$ cat config.mk
export PLATFORM = sky130hd
export DESIGN_NAME = uart_tx_buffer
export DESIGN_NICKNAME = d
export VERILOG_FILES = /design/src/rtl/uart_pkg.sv /design/src/rtl/uart_byte_fifo.sv /design/src/rtl/uart_tx_buffer.sv
export SDC_FILE = /design/constraint.sdc
export NUM_CORES = 1
export LEC_CHECK = 0
export ABC_AREA = 1
export CORE_ASPECT_RATIO = 0.75
export CORE_MARGIN = 5
export CORE_UTILIZATION = 64
export DETAILED_ROUTE_END_ITERATION = 10
export PLACE_DENSITY = 0.84
export SLEW_MARGIN = 20
export SYNTH_ARGS = -nofsm -noshare
export SYNTH_HDL_FRONTEND = slang
export SYNTH_SLANG_ARGS = --single-unit
$ cat constraint.sdc
create_clock -name clk -period 4 [get_ports clk]
set_clock_uncertainty 0.15 [all_clocks]
set_input_delay 0.8 -clock clk [delete_from_list [all_inputs] [get_ports clk]]
set_output_delay 0.8 -clock clk [all_outputs]
set_load 0.05 [all_outputs]
$ cat src/rtl/uart_pkg.sv
// Shared UART definitions: TX buffer drain states, default depth and byte width.
package uart_pkg;

    localparam int UART_TXBUF_DEPTH_DEFAULT = 16;
    localparam int UART_BYTE_W              = 8;

    typedef enum logic [1:0] {
        S_IDLE,
        S_WAIT_BUSY,
        S_SENDING
    } tx_buf_state_t;

endpackage

$ cat src/rtl/uart_byte_fifo.sv
// Byte storage for the TX buffer: circular memory, pointers, occupancy count and flush.
module uart_byte_fifo
    import uart_pkg::*;
#(
    parameter  int DEPTH = UART_TXBUF_DEPTH_DEFAULT,
    localparam int CW    = $clog2(DEPTH) + 1,
    localparam int PW    = $clog2(DEPTH)
) (
    input  logic                   clk,
    input  logic                   rst,
    input  logic                   push_i,
    input  logic                   pop_i,
    input  logic                   flush_i,
    input  logic [UART_BYTE_W-1:0] wr_data_i,
    output logic [UART_BYTE_W-1:0] rd_data_o,
    output logic [CW-1:0]          count_o,
    output logic                   empty_o,
    output logic                   full_o
);

    logic [UART_BYTE_W-1:0] mem_q [DEPTH];
    logic [PW-1:0]          wr_ptr_q, wr_ptr_d;
    logic [PW-1:0]          rd_ptr_q, rd_ptr_d;
    logic [CW-1:0]          count_q, count_d;
    logic                   do_push, do_pop;

    assign full_o    = (count_q == CW'(DEPTH));
    assign empty_o   = (count_q == '0);
    assign count_o   = count_q;
    assign rd_data_o = mem_q[rd_ptr_q];

    // Flush cancels any push or pop in the same cycle.
    assign do_push = push_i && !full_o && !flush_i;
    assign do_pop  = pop_i && !empty_o && !flush_i;

    always_comb begin
        wr_ptr_d = wr_ptr_q;
        rd_ptr_d = rd_ptr_q;
        count_d  = count_q;
        if (flush_i) begin
            wr_ptr_d = '0;
            rd_ptr_d = '0;
            count_d  = '0;
        end else begin
            if (do_push) wr_ptr_d = wr_ptr_q + PW'(1);
            if (do_pop)  rd_ptr_d = rd_ptr_q + PW'(1);
            case ({do_push, do_pop})
                2'b10:   count_d = count_q + CW'(1);
                2'b01:   count_d = count_q - CW'(1);
                default: count_d = count_q;
            endcase
        end
    end

    always_ff @(posedge clk) begin
        if (rst) begin
            wr_ptr_q <= '0;
            rd_ptr_q <= '0;
            count_q  <= '0;
        end else begin
            wr_ptr_q <= wr_ptr_d;
            rd_ptr_q <= rd_ptr_d;
            count_q  <= count_d;
        end
    end

    always_ff @(posedge clk) begin
        if (do_push) mem_q[wr_ptr_q] <= wr_data_i;
    end

endmodule

$ cat src/rtl/uart_tx_buffer.sv
// Transmit FIFO between the TX-data register path and the serializer, with drain FSM and status flags.
module uart_tx_buffer
    import uart_pkg::*;
#(
    parameter  int DEPTH  = UART_TXBUF_DEPTH_DEFAULT,
    parameter  int LOW_WM = 4,
    localparam int CW     = $clog2(DEPTH) + 1
) (
    input  logic                   clk,
    input  logic                   rst,
    input  logic                   wr_valid,
    input  logic [UART_BYTE_W-1:0] wr_data,
    output logic                   wr_ready,
    input  logic                   flush,
    input  logic                   tx_en,
    output logic [UART_BYTE_W-1:0] ser_data,
    output logic                   ser_start,
    input  logic                   ser_busy,
    input  logic                   ser_done,
    output logic [CW-1:0]          count,
    output logic                   empty,
    output logic                   full,
    output logic                   overflow,
    input  logic                   ovf_clr,
    output logic                   low_wm,
    output logic                   idle
);

    tx_buf_state_t          state_q, state_d;
    logic [UART_BYTE_W-1:0] ser_data_q, ser_data_d;
    logic                   ser_start_q, ser_start_d;
    logic                   overflow_q, overflow_d;
    logic                   low_wm_q, low_wm_d;
    logic                   pop;
    logic [UART_BYTE_W-1:0] fifo_rd_data;

    uart_byte_fifo #(.DEPTH(DEPTH)) u_fifo (
        .clk       (clk),
        .rst       (rst),
        .push_i    (wr_valid),
        .pop_i     (pop),
        .flush_i   (flush),
        .wr_data_i (wr_data),
        .rd_data_o (fifo_rd_data),
        .count_o   (count),
        .empty_o   (empty),
        .full_o    (full)
    );

    assign wr_ready  = !full;
    assign ser_data  = ser_data_q;
    assign ser_start = ser_start_q;
    assign overflow  = overflow_q;
    assign low_wm    = low_wm_q;
    assign idle      = empty && (state_q == S_IDLE);

    // A launch is held off during flush so the popped byte and the count stay consistent.
    always_comb begin
        state_d     = state_q;
        ser_start_d = 1'b0;
        ser_data_d  = ser_data_q;
        pop         = 1'b0;
        case (state_q)
            S_IDLE: begin
                if (tx_en && !empty && !ser_busy && !flush) begin
                    state_d     = S_WAIT_BUSY;
                    ser_start_d = 1'b1;
                    ser_data_d  = fifo_rd_data;
                    pop         = 1'b1;
                end
            end
            S_WAIT_BUSY: if (ser_busy) state_d = S_SENDING;
            S_SENDING:   if (ser_done) state_d = S_IDLE;
            default:     state_d = S_IDLE;
        endcase

        overflow_d = overflow_q;
        if (wr_valid && full && !flush) overflow_d = 1'b1;
        else if (ovf_clr)               overflow_d = 1'b0;

        low_wm_d = (count <= CW'(LOW_WM));
    end

    always_ff @(posedge clk) begin
        if (rst) begin
            state_q     <= S_IDLE;
            ser_data_q  <= '0;
            ser_start_q <= 1'b0;
            overflow_q  <= 1'b0;
            low_wm_q    <= 1'b1;
        end else begin
            state_q     <= state_d;
            ser_data_q  <= ser_data_d;
            ser_start_q <= ser_start_d;
            overflow_q  <= overflow_d;
            low_wm_q    <= low_wm_d;
        end
    end

endmodule

==> flow_summary.json <==
{
  "status": "completed",
  "fmax_mhz": 335,
  "ir_worst_vdd_mv": 0.389,
  "antenna_found_initial": 0,
  "antenna_left": 0,
  "period_share_pct": 74.5,
  "synth_cell_types": 30,
  "synth_common_cells": "nand2_1, edfxtp_1, nand3_1",
  "grt_pass1_wl_um": 25300,
  "fillCellCount": 676,
  "cp_top_family": "buffers and inverters",
  "worst_pin_slew_ns": 0.922,
  "crit_chain": "clkdlybuf4s50_1 > nor2_1 > nand2_1 > nor2_1 > nand2_2 > inv_2 > ha_1 > inv_1 > fa_1 > inv_1 > nand2_1 > a21boi_0 > o21bai_1 > nand2_1 > nand2_1 > a21oi_1",
  "cts_tree": "done",
  "die_area_mm2": 0.0128,
  "crit_slowest_cell": "clkdlybuf4s50_1",
  "p_clk_share_pct": 43.3,
  "drc": 0,
  "critPathArrivalTime_ns": 3.19,
  "p_int_w": 0.00260,
  "rows": 32,
  "yosysMostFrequentCell": "nand2_1",
  "startpoint_type": "primary input",
  "avgSynthCellArea_um2": 9.80,
  "via_per_inst": 5.67,
  "power.leakage_nw": 3.21,
  "setup_viol": 0,
  "critPathKind": "in -> reg",
  "first_global_vias": 4747,
  "pwr-share-seq_pct": 51.9,
  "pwr-share-comb_pct": 4.7,
  "drv_slew": 0,
  "post-cts-setup-buffer-count": 0,
  "syn_inst": 693,
  "fin_setup_tns_ns": 0,
  "ys_ff_latch": 154,
  "yosysWarnings": 0,
  "critPathBufInv": 4,
  "crit_top_cell": "nand2_1",
  "final_layout_size_suffix_gt1_share_pct": 6.66,
  "yosysTopAreaCellShare_pct": 56.6,
  "synth_top_area_cell": "edfxtp_1",
  "htree_levels": 4,
  "final_nets": 749,
  "hp-class": "reg -> reg",
  "post_drt_wl_per_cell_um": 18.4,
  "period_minus_slack_ns": 2.98,
  "place_inst": 840,
  "synth.yosys.seq_area_share_pct": 64.2,
  "gr-usage-all-layers_pct": 26.6,
  "async_reset_ff_share_pct": 0,
  "clk_pin_slew_ns": 0.07,
  "overflow": 0,
  "place.gp.congestion": 0.887,
  "critPathMaxStageDelay_ns": 0.46,
  "drtIter0Drc": 645,
  "drtPass1Iterations": 6,
  "cts_resized": 0,
  "syn2layout_area_growth_pct": 13.3,
  "path_max_fanout": 6,
  "wl_um": 16000,
  "portBuffers": 35,
  "switching_share_pct": 23.2,
  "ioPinCount": 36,
  "switchingPower_w": 0.000784,
  "dp_hpwl_um": 10200,
  "cts_buffers": 17,
  "syn_nets": 719,
  "fp.dieH_um": 99.2,
  "power_density_mw_per_mm2": 439,
  "synth_flop_cell": "edfxtp_1",
  "fp.coreArea_mm2": 0.0103,
  "slew_headroom_pct": 38.3,
  "start_util_pct": 65.8,
  "worstPathRequired_ns": 4.21,
  "root_buffer": "clkbuf_16",
  "clk_latency_ns": 0.43,
  "instances_no_fill": 872,
  "vias": 4947,
  "cts.path.max_buffers": 2,
  "rsz0062_at_grt": "no",
  "synth_edf_count": 128,
  "hold_viol_final": 0,
  "syn_area_mm2": 0.00679,
  "cts_sinks": 154,
  "synth_top_cells_by_area": "edfxtp_1, nand2_1, dfxtp_1",
  "endpoint_kind": "register",
  "cts_hold_buf": 0,
  "grt_max_degree": 65,
  "antenna_cells": 0,
  "utilization_pct": 74.5,
  "die_w_um": 129,
  "cap_violations": 0
}
==> metal layers <==
metal | share of wire, % | up-vias | track usage (%)
met2 | 47 | 295 | 39.8
met3 | 12 | 38 | 10.1
met4 | 2.0 | 0 | 8.56
li1 | - | 2308 | -
met1 | 39 | 2306 | 36.3
met5 | 0 | - | 0
==> final cells by class <==
cell class,instances,area (um2),area share [%]
Clock inverter,15,115,1.50
Sequential cell,154,4370,56.7
Inverter,100,378,4.91
Multi-Input combinational cell,411,1860,24.2
Clock buffer,17,425,5.53
Tap cell,136,170,2.21
Timing Repair Buffer,39,380,4.94
==> through the flow <==
stage	worst slack, ns	total power, W	hold slack (ns)	instance area, um2
after floorplan	1.08	0.00187	0.306	6790
after global placement	0.804	0.00194	0.302	7160
after detailed placement	0.669	0.00195	0.312	7160
after CTS	1.00	0.00338	0.321	7700
after global routing	0.905	0.00348	0.362	7700
final	1.02	0.00338	0.318	7700
==> layout by cell type, fill, tap and decap left out, types with 8 or more instances in the layout <==
cell type	count
nand2_1	227
edfxtp_1	128
nand3_1	95
inv_1	94
nor2_1	38
clkdlybuf4s50_1	35
dfxtp_1	25
clkbuf_16	17
a21oi_1	16
ha_1	9
o21ai_0	8
==> worst register-to-register path, stage by stage (launching register included) <==
cell and delay [ns]:
dfxtp_1 0.46, nor2_4 0.07, nand3_2 0.12, nand2_2 0.13, inv_2 0.09, ha_1 0.29
inv_1 0.09, fa_1 0.43, inv_1 0.08, nand2_1 0.07, a21boi_0 0.17, o21bai_1 0.10
nand2_1 0.07, nand2_1 0.05, a21oi_1 0.11
==> state kept, by name, summed over array words and instances, names as in the netlist <==
| register | flops |
|---|---|
| u_fifo.rd_ptr_q | 4 |
| ser_data | 8 |
| u_fifo.count_o | 5 |
| ser_start | 1 |
| u_fifo.wr_ptr_q | 4 |
| state_q | 2 |
| u_fifo.mem_q | 128 |
| overflow | 1 |
| low_wm | 1 |
==> path summary, 6_finish.rpt <==
check / start / end / slack, ns / cells past startpoint
worst max-delay path: flush / u_fifo.count_o[4] / 1.02 / 16
worst min-delay path: overflow / overflow / 0.32 / 2
worst max register to register: u_fifo.count_o[1] / u_fifo.count_o[4] / 1.47 / 14
worst min register to register: overflow / overflow / 0.32 / 2
==> kinds of logic (layout without fill, tap and decap cells) <==
family / count (synthesis) / in the layout / synth area share (%)
AND/OR/NAND/NOR: 368 / 368 / 22.6
adder cells (fa/ha/maj): 10 / 10 / 1.95
XOR/XNOR: 5 / 5 / 0.645
AO/OA/AOI/OAI: 28 / 28 / 2.19
flip-flops: 154 / 154 / 64.2
buffers and inverters: 128 / 171 / 8.33
==> power by group through the flow <==
stage                     logic (W)  registers [W]  clock network (W)
after detailed placement   0.000157        0.00179                  0
after global routing       0.000171        0.00176            0.00155
after CTS                  0.000158        0.00175            0.00147
final                      0.000160        0.00175            0.00146
after global placement     0.000153        0.00179                  0
after floorplan           0.0000675        0.00180                  0
Power figures use the tool's default switching activity.
